**src/rtl/delayed_operand_resolver.sv**
```systemverilog
`default_nettype none
// ==========================================================================
// delayed_operand_resolver : multi-lane regfile re-read + producer forwarding
//   with hazard stall; lane-0 branch resolve when DELAYED_FWD_BRANCH_EN is set.
// Rev 1.0
// ==========================================================================
module delayed_operand_resolver #(
  parameter int LANES   = 2,
  parameter int NUM_SRC = 6,
  parameter int DW      = 32,
  parameter int RW      = 5,
  parameter int CNT_W   = 16
) (
  input  logic                    clk,
  input  logic                    rst_n,
  input  logic                    flush,
  input  logic                    in_valid,
  output logic                    in_ready,
  input  logic [LANES*RW-1:0]     in_rs1,
  input  logic [LANES*RW-1:0]     in_rs2,
  input  logic [LANES-1:0]        in_use_imm,
  input  logic [LANES*DW-1:0]     in_imm,
  input  logic [2:0]              in_br_op,
  input  logic [DW-1:0]           in_br_target,
  input  logic                    in_pred_taken,
  input  logic [DW-1:0]           in_pred_target,
  output logic [LANES*2*RW-1:0]   rf_raddr,
  input  logic [LANES*2*DW-1:0]   rf_rdata,
  input  logic [NUM_SRC-1:0]      src_valid,
  input  logic [NUM_SRC*RW-1:0]   src_rd,
  input  logic [NUM_SRC-1:0]      src_rdy,
  input  logic [NUM_SRC*DW-1:0]   src_wdata,
  output logic                    out_valid,
  input  logic                    out_ready,
  output logic [LANES*DW-1:0]     out_op1,
  output logic [LANES*DW-1:0]     out_op2,
  output logic                    br_valid,
  output logic                    br_taken,
  output logic [DW-1:0]           br_target,
  output logic                    br_mispredict,
  output logic [CNT_W-1:0]        stall_cnt
);

  localparam logic [1:0] c_ST_EMPTY = 2'd0;
  localparam logic [1:0] c_ST_CAPT  = 2'd1;
  localparam logic [1:0] c_ST_FULL  = 2'd2;

  logic [1:0]              r_state;
  logic [1:0]              w_state_nxt;
  logic                    w_accept;
  logic                    w_load_out;
  logic                    w_stall;
  logic                    w_resolved;

  // Captured bundle; operand g of the flat read port is lane g/2, rs1 (even) or rs2 (odd)
  logic [LANES*2*RW-1:0]   r_raddr;
  logic [LANES-1:0]        r_use_imm;
  logic [LANES*DW-1:0]     r_imm;

  logic [LANES*2*DW-1:0]   w_res;
  logic [LANES*2-1:0]      w_haz;
  logic [LANES*DW-1:0]     w_op1;
  logic [LANES*DW-1:0]     w_op2;
  logic [LANES-1:0]        w_lane_haz;

  logic [LANES*DW-1:0]     r_op1;
  logic [LANES*DW-1:0]     r_op2;
  logic [CNT_W-1:0]        r_stall_cnt;

  // ------------------------------------------------------------------ FSM
  always_ff @(posedge clk) begin
    if (!rst_n) r_state <= c_ST_EMPTY;
    else        r_state <= w_state_nxt;
  end

  always_comb begin
    w_state_nxt = r_state;
    if (flush) begin
      w_state_nxt = c_ST_EMPTY;
    end else begin
      case (r_state)
        c_ST_EMPTY: if (in_valid) w_state_nxt = c_ST_CAPT;
        c_ST_CAPT:  if (w_resolved) w_state_nxt = c_ST_FULL;
        c_ST_FULL:  if (out_ready) w_state_nxt = in_valid ? c_ST_CAPT : c_ST_EMPTY;
        default:    w_state_nxt = c_ST_EMPTY;
      endcase
    end
  end

  always_comb begin
    in_ready   = 1'b0;
    if (rst_n) in_ready = (r_state == c_ST_EMPTY) || ((r_state == c_ST_FULL) && out_ready);
    out_valid  = (r_state == c_ST_FULL);
    w_accept   = in_valid && in_ready && !flush;
    w_load_out = (r_state == c_ST_CAPT) && w_resolved && !flush;
    w_stall    = (r_state == c_ST_CAPT) && !w_resolved && !flush;
  end

  // ------------------------------------------------------------ capture
  always_ff @(posedge clk) begin
    if (!rst_n) begin
      r_raddr   <= '0;
      r_use_imm <= '0;
      r_imm     <= '0;
    end else if (w_accept) begin
      for (int l = 0; l < LANES; l++) begin
        r_raddr[(2*l)*RW   +: RW] <= in_rs1[l*RW +: RW];
        r_raddr[(2*l+1)*RW +: RW] <= in_rs2[l*RW +: RW];
      end
      r_use_imm <= in_use_imm;
      r_imm     <= in_imm;
    end
  end

  assign rf_raddr = r_raddr;

  // ---------------------------------------------------------- resolution
  for (genvar g = 0; g < LANES*2; g++) begin : g_opnd
    logic [RW-1:0] w_addr;
    logic [DW-1:0] w_data;
    logic          w_wait;

    assign w_addr = r_raddr[g*RW +: RW];

    // Walk oldest to youngest so the lowest matching index ends up winning
    always_comb begin
      w_data = rf_rdata[g*DW +: DW];
      w_wait = 1'b0;
      if (w_addr == '0) begin
        w_data = '0;
      end else begin
        for (int j = NUM_SRC-1; j >= 0; j--) begin
          if (src_valid[j] && (src_rd[j*RW +: RW] == w_addr)) begin
            w_data = src_wdata[j*DW +: DW];
            w_wait = !src_rdy[j];
          end
        end
      end
    end

    assign w_res[g*DW +: DW] = w_data;
    assign w_haz[g]          = w_wait;
  end

  for (genvar l = 0; l < LANES; l++) begin : g_lane
    assign w_op1[l*DW +: DW] = w_res[(2*l)*DW +: DW];
    assign w_op2[l*DW +: DW] = r_use_imm[l] ? r_imm[l*DW +: DW] : w_res[(2*l+1)*DW +: DW];
    assign w_lane_haz[l]     = w_haz[2*l] || (w_haz[2*l+1] && !r_use_imm[l]);
  end

  assign w_resolved = ~|w_lane_haz;

  // ------------------------------------------------------- output regs
  always_ff @(posedge clk) begin
    if (!rst_n) begin
      r_op1       <= '0;
      r_op2       <= '0;
      r_stall_cnt <= '0;
    end else begin
      if (w_load_out) begin
        r_op1 <= w_op1;
        r_op2 <= w_op2;
      end
      if (w_stall && (r_stall_cnt != '1)) r_stall_cnt <= r_stall_cnt + CNT_W'(1);
    end
  end

  assign out_op1   = r_op1;
  assign out_op2   = r_op2;
  assign stall_cnt = r_stall_cnt;

  // ------------------------------------------------------------ branch
`ifdef DELAYED_FWD_BRANCH_EN
  logic [2:0]    r_br_op;
  logic [DW-1:0] r_br_tgt_in;
  logic          r_pred_taken;
  logic [DW-1:0] r_pred_tgt;
  logic          r_br_valid;
  logic          r_br_taken;
  logic [DW-1:0] r_br_target;
  logic          r_br_misp;
  logic [DW-1:0] w_a;
  logic [DW-1:0] w_b;
  logic [DW-1:0] w_tgt;
  logic          w_cond;
  logic          w_misp;

  assign w_a = w_op1[DW-1:0];
  assign w_b = w_op2[DW-1:0];

  always_comb begin
    w_cond = 1'b0;
    case (r_br_op)
      3'd1:    w_cond = (w_a == w_b);
      3'd2:    w_cond = (w_a != w_b);
      3'd3:    w_cond = w_a[DW-1];
      3'd4:    w_cond = !w_a[DW-1];
      3'd5:    w_cond = w_a[DW-1] || (w_a == '0);
      3'd6:    w_cond = !w_a[DW-1] && (w_a != '0);
      3'd7:    w_cond = 1'b1;
      default: w_cond = 1'b0;
    endcase
    w_tgt  = (r_br_op == 3'd7) ? w_a : r_br_tgt_in;
    w_misp = (r_br_op != 3'd0) &&
             ((w_cond != r_pred_taken) || (w_cond && (w_tgt != r_pred_tgt)));
  end

  always_ff @(posedge clk) begin
    if (!rst_n) begin
      r_br_op      <= '0;
      r_br_tgt_in  <= '0;
      r_pred_taken <= 1'b0;
      r_pred_tgt   <= '0;
      r_br_valid   <= 1'b0;
      r_br_taken   <= 1'b0;
      r_br_target  <= '0;
      r_br_misp    <= 1'b0;
    end else begin
      if (w_accept) begin
        r_br_op      <= in_br_op;
        r_br_tgt_in  <= in_br_target;
        r_pred_taken <= in_pred_taken;
        r_pred_tgt   <= in_pred_target;
      end
      if (w_load_out) begin
        r_br_valid  <= (r_br_op != 3'd0);
        r_br_taken  <= w_cond;
        r_br_target <= w_tgt;
        r_br_misp   <= w_misp;
      end
    end
  end

  assign br_valid      = out_valid && r_br_valid;
  assign br_taken      = r_br_taken;
  assign br_target     = r_br_target;
  assign br_mispredict = r_br_misp;
`else
  logic w_unused_br;
  assign w_unused_br   = ^{in_br_op, in_br_target, in_pred_taken, in_pred_target};
  assign br_valid      = 1'b0;
  assign br_taken      = 1'b0;
  assign br_target     = '0;
  assign br_mispredict = 1'b0;
`endif

endmodule
`default_nettype wire

```
**config.mk**
```make
export PLATFORM = sky130hd
export DESIGN_NAME = delayed_operand_resolver
export DESIGN_NICKNAME = d
export VERILOG_FILES = /design/src/rtl/delayed_operand_resolver.sv
export SDC_FILE = /design/constraint.sdc
export NUM_CORES = 1
export LEC_CHECK = 0
export BUFFER_PORTS_ARGS = -buffer_cell sky130_fd_sc_hd__buf_2
export CORE_AREA = 2 2 283 285
export DETAILED_ROUTE_END_ITERATION = 10
export DIE_AREA = 0 0 285 287
export GPL_TIMING_DRIVEN = 1
export PLACE_DENSITY = 0.49
export REMOVE_ABC_BUFFERS = 1
export SYNTH_ARGS = -nofsm -noshare
export SYNTH_HDL_FRONTEND = slang
export SYNTH_SLANG_ARGS = --single-unit
```
**constraint.sdc**
```tcl
create_clock -name clk -period 3.7 [get_ports clk]
set_input_delay 0.74 -clock clk [delete_from_list [all_inputs] [get_ports clk]]
set_output_delay 0.74 -clock clk [all_outputs]
set_load 0.05 [all_outputs]
```
-- Word-level counts from Yosys, hierarchy flattened
Cells that the tools add are included.
- add/sub/neg operators: 1
- equal/unequal tests: 30
- muxes and demuxes: 64
- bitwise logic cells: 1
- reductions and logical operators: 55
- operators by type and width (operator ; number):
    32-bit two-way mux ; 30
    5-bit equality test ; 24
    1-bit logical AND ; 34
    1-bit two-way mux ; 30
    5-bit logical NOT ; 4
    16-bit by 1-bit adder with 16-bit output (second input constant) ; 1
    16-bit != test (second input constant) ; 1
    1-bit logical NOT ; 10
    2-bit two-way mux ; 3
    2-bit one-hot mux with 3 select lines ; 1
    2-bit != test (second input constant) ; 2
    2-bit OR reduction ; 2
    1-bit logical OR ; 3
    3-bit AND reduction ; 1
    2-bit by 1-bit equality test with 1-bit output (second input constant) ; 1
    2-bit equality test (second input constant) ; 1
    2-bit logical NOT ; 1
    2-bit by 1-bit != test with 1-bit output (second input constant) ; 1
    1-bit inverter ; 1
- register bits: 232
- logic and storage cells: 158

-- Depth between registers and ports, before layout
- depth in word-level cells: 15
- mapped depth: 14
- gate-level depth less buffers: 9

-- Worst setup path before layout
OpenSTA, ideal clock, no wires.
- kind: input -> register
- start: input port src_rd[20]
- end: register r_op2[43] (netlist: out_op2[43])
- arrival: 3.337 ns
- setup slack: 0.223 ns
- cell stages on the path: 12
- path buffers: 4
- path through: clkbuf_1 > xnor2_1 > nand4_1 > or3b_1 > a221o_1 > a311o_1 > a32o_1 > nor3_2 > buf_4 > buf_2 > buf_2 > a211oi_1
- cells in the longest elaborated chain, start to end: 14
- elaborated cells between the ends (all ways): 47
- those cells by class: eq/ne: 4; mux: 31; reduce/logical: 12
- ends and longest elaborated chain (item ; line ; RTL):
    start: declaration ; 30 ; input logic [NUM_SRC*RW-1:0] src_rd,
    5-bit equality test ; 133 ; if (src_valid[j] && (src_rd[j*RW +: RW] == w_addr)) begin
    1-bit logical AND ; 133 ;
    1-bit two-way mux (5 in a row) ; 133 ;
    1-bit two-way mux ; 129 ; if (w_addr == '0) begin
    1-bit logical AND ; 148 ; assign w_lane_haz[l] = w_haz[2*l] || (w_haz[2*l+1] && !r_use_imm[l]);
    1-bit logical OR ; 148 ;
    2-bit OR reduction ; 151 ; assign w_resolved = ~|w_lane_haz;
    1-bit logical NOT ; 151 ;
    1-bit logical AND (2 in a row) ; 95 ; w_load_out = (r_state == c_ST_CAPT) && w_resolved && !flush;
    end signal: assignment ; 162 ; r_op2 <= w_op2;
    end: declaration ; 67 ; logic [LANES*DW-1:0] r_op2;
Several ways; a longest one is shown, not always the timed one.
A chain may end at the register's enable or synchronous reset.

-- Worst setup path in the final report
- start: register r_raddr[7] (netlist: rf_raddr[7])
- end: register r_op2[41] (netlist: out_op2[41])
- cells in the longest elaborated chain, start to end: 15
- elaborated cells between the ends (all ways): 26
- those cells by class: eq/ne: 6; mux: 7; reduce/logical: 13
- ends and longest elaborated chain (item ; line ; RTL):
    start: declaration ; 56 ; logic [LANES*2*RW-1:0] r_raddr;
    start signal: indexed assignment ; 107 ; r_raddr[(2*l)*RW +: RW] <= in_rs1[l*RW +: RW];
    start signal: indexed assignment ; 108 ; r_raddr[(2*l+1)*RW +: RW] <= in_rs2[l*RW +: RW];
    5-bit equality test ; 133 ;
    1-bit logical AND ; 133 ;
    1-bit two-way mux (6 in a row) ; 133 ;
    1-bit two-way mux * ; 129 ;
    1-bit logical AND * ; 148 ;
    1-bit logical OR * ; 148 ;
    2-bit OR reduction * ; 151 ;
    1-bit logical NOT * ; 151 ;
    1-bit logical AND * (2 in a row) ; 95 ;
Every way passes the cells marked *; elsewhere a longest branch is shown, timed or not.

==> flow_metrics.tcl <==
set metrics [dict create \
    clk_pin_slew_ps 60 \
    min_path_type "input port to register" \
    syn_to_final_growth_pct 33.72 \
    arrival_ps 3910 \
    holdWs_ps 381.0 \
    drive_gt1_share_pct 28.68 \
    start_util_pct 22.06 \
    critical_path.max_fanout 38 \
    tightest_slew_ps 905.2 \
    peakVddDrop_mv 0.2436 \
    path_class "register to register" \
    synth_compound_area_share_pct 32.53 \
    yosysSeqAreaShare_pct 26.79 \
    async_flop_share_pct 0 \
    final_nets 3456 \
    clock-sinks 232 \
    antenna_found_initial 38 \
    layout.area.seq_sq_um 4648 \
    cts_root_buffer "clkbuf_16" \
    place_congestion 0.8636 \
    design.die.area_sq_um 81800 \
    synthAdderAreaFrac_pct 0.07216 \
    synth_ff_type "dfxtp_1" \
    overflow 0 \
    grt_pass1_vias 20900 \
    drv_slew 0 \
    netlist_instances 2413 \
    cts_buffers 34 \
    synth_xor_area_share_pct 6.061 \
    synth_top_family_by_area "compound AO/OA/AOI/OAI gates" \
    rsz0062_at_grt "false" \
    port_buffers 618 \
    ys_seq_elements 232 \
    cp-end-kind "register" \
    vias 21730 \
    coreArea_sq_um 78610 \
    drtPass1Iterations 9 \
    synth_area_sq_um 17340 \
    clockBufferDepth 3 \
    ant_nets 0 \
    pwr_density_cell_nw_per_um2 349.5 \
    drtIter0Drc 2250 \
    yosys_warnings 0 \
    die_w_um 285 \
    synth_mux_area_share_pct 7.736 \
    stdcell_area_sq_um 23190 \
    relSlewSlack_pct 39.66 \
    die_h_um 287 \
    synth_edf_count 0 \
    period_minus_slack_ps 3462 \
    ios 722 \
    cts_tree "done" \
    startpoint_type "register" \
    ys_types 56 \
    ff2ff_setup_slack_ps 240 \
    vias_per_cell 5.402 \
    max_freq_mhz 288.9 \
    postCtsSetupRepairBufs 0 \
    wl_per_cell_um 26.85 \
    leakage_nw 10.00 \
    grt_first_pass_wirelength_um 151000 \
    finClkSkew_ps 16.36 \
    synthSimpleGateAreaFrac_pct 19.01 \
    grt_usage_pct 25.12 \
    pre_cts_slack_ps -114.7 \
    rows 103 \
    final_common_cell "buf_2" \
    hold_violations 0 \
    fill_cells 8714 \
    drcViolationCount 0 \
    setup_viol 0 \
    fin_ws_ps 238.1 \
    cts_max_level 2 \
    multi_input_area_sq_um 11660 \
    synth_area_per_cell_sq_um 7.186 \
    status "completed" \
    final_cell_mix "buf_2, nand2_1, o21ai_0" \
    wl_um 108000 \
    drv_cap 0 \
    crit_required_ps 4140 \
    hpwl_um 77230 \
    final.setup.tns_ps 0 \
    grt_max_degree 100 \
    placed_cell_area_sq_um 22020 \
    fin_crit_sh_pct 93.57 \
    clock_latency_ps 550 \
]
[state kept, by name, indices dropped and copies added (netlist names)]
register   flops
out_op1       64
out_op2       64
r_imm         64
rf_raddr      20
stall_cnt     16
r_state        2
r_use_imm      2
[metal layers]
metal	vias to the layer above	wire, um	GRT usage, %
li1	9939	-	-
met2	1209	50920	42.29
met4	40	3818	9.149
met5	-	269	0.2326
met3	257	10090	7.063
met1	10290	42930	30.46
[logic make-up after synthesis]
family                   Yosys count
AO/OA/AOI/OAI                    837
XOR/XNOR                         120
adder cells (fa/ha/maj)            1
buffers and inverters            302
flip-flops                       232
multiplexers                     134
other                              1
AND/OR/NAND/NOR                  786
[worst paths after layout]
| path | cells past startpoint | from | endpoint |
|---|---|---|---|
| worst min register to register | 2 | out_op1[29] | out_op1[29] |
| worst max-delay path | 12 | rf_raddr[7] | out_op2[41] |
| worst max register to register | 12 | rf_raddr[7] | out_op2[41] |
| worst min-delay path | 3 | in_imm[0] | r_imm[0] |
[stage by stage]
step                      cells  util, %  power [mW]
after floorplan            2150        -       3.748
after global placement     3948    28.01       4.754
after detailed placement   3948    28.01       4.760
after CTS                  4007    29.44       8.168
after global routing       4019    29.48       8.423
final                      4023    29.49       8.104
[final cells by class]
class | count | share of cell area (%)
multi-input combinational | 1913 | 50.31
sequential | 232 | 20.05
timing repair buffer | 748 | 18.87
tap | 1050 | 5.666
clock buffer | 50 | 4.322
clock inverter | 9 | 0.5180
antenna | 16 | 0.1727
inverter | 5 | 0.09174
[critical path, stage by stage (launching register included)]
cell and delay, ps:
dfxtp_1 740, xor2_1 140, nor3_1 400, nand3_4 150, nor3b_1 190, o41ai_1 380
o22ai_1 160, buf_4 170, nor3_4 210, buf_12 230, buf_12 230, nor2_1 70
a211oi_1 240
[power breakdown]
| part | switching [mW] | internal (mW) |
|---|---|---|
| sequential | 0.0835 | 2.59 |
| clock | 1.35 | 2.02 |
| combinational | 1.34 | 0.714 |
[timing repair]
item / 4_1_cts / 5_1_grt
hold buffers: 0 / 0
endpoints found under the setup margin: 0 / 7
resized for setup: 0 / 1
[synthesized netlist by cell type (all sizes together), types with 5 or more instances]
library cell    n  area share [%]
nor2          151             3.3
o311a          20             1.2
or4             7            0.30
inv             5            0.11
nor3           38             1.1
mux2i         134             7.7
a211oi        109             5.0
nand2b          5            0.18
and3           17            0.61
clkbuf        212             4.6
nor4           22            0.79
nand2         452             9.8
nand3          71             2.0
xor2           75             3.8
dfxtp         232              27
xnor2          45             2.3
a22oi          20            0.87
buf            85             3.1
nand4           6            0.22
a31oi          34             1.2
a211o          32             1.6
o2111ai        64             3.2
a21oi         104             3.0
o221ai         64             3.2
a221oi         44             2.2
o22ai          65             2.3
o21a            5            0.22
o21ai         252             7.3
(Power assumes the default switching activity.)
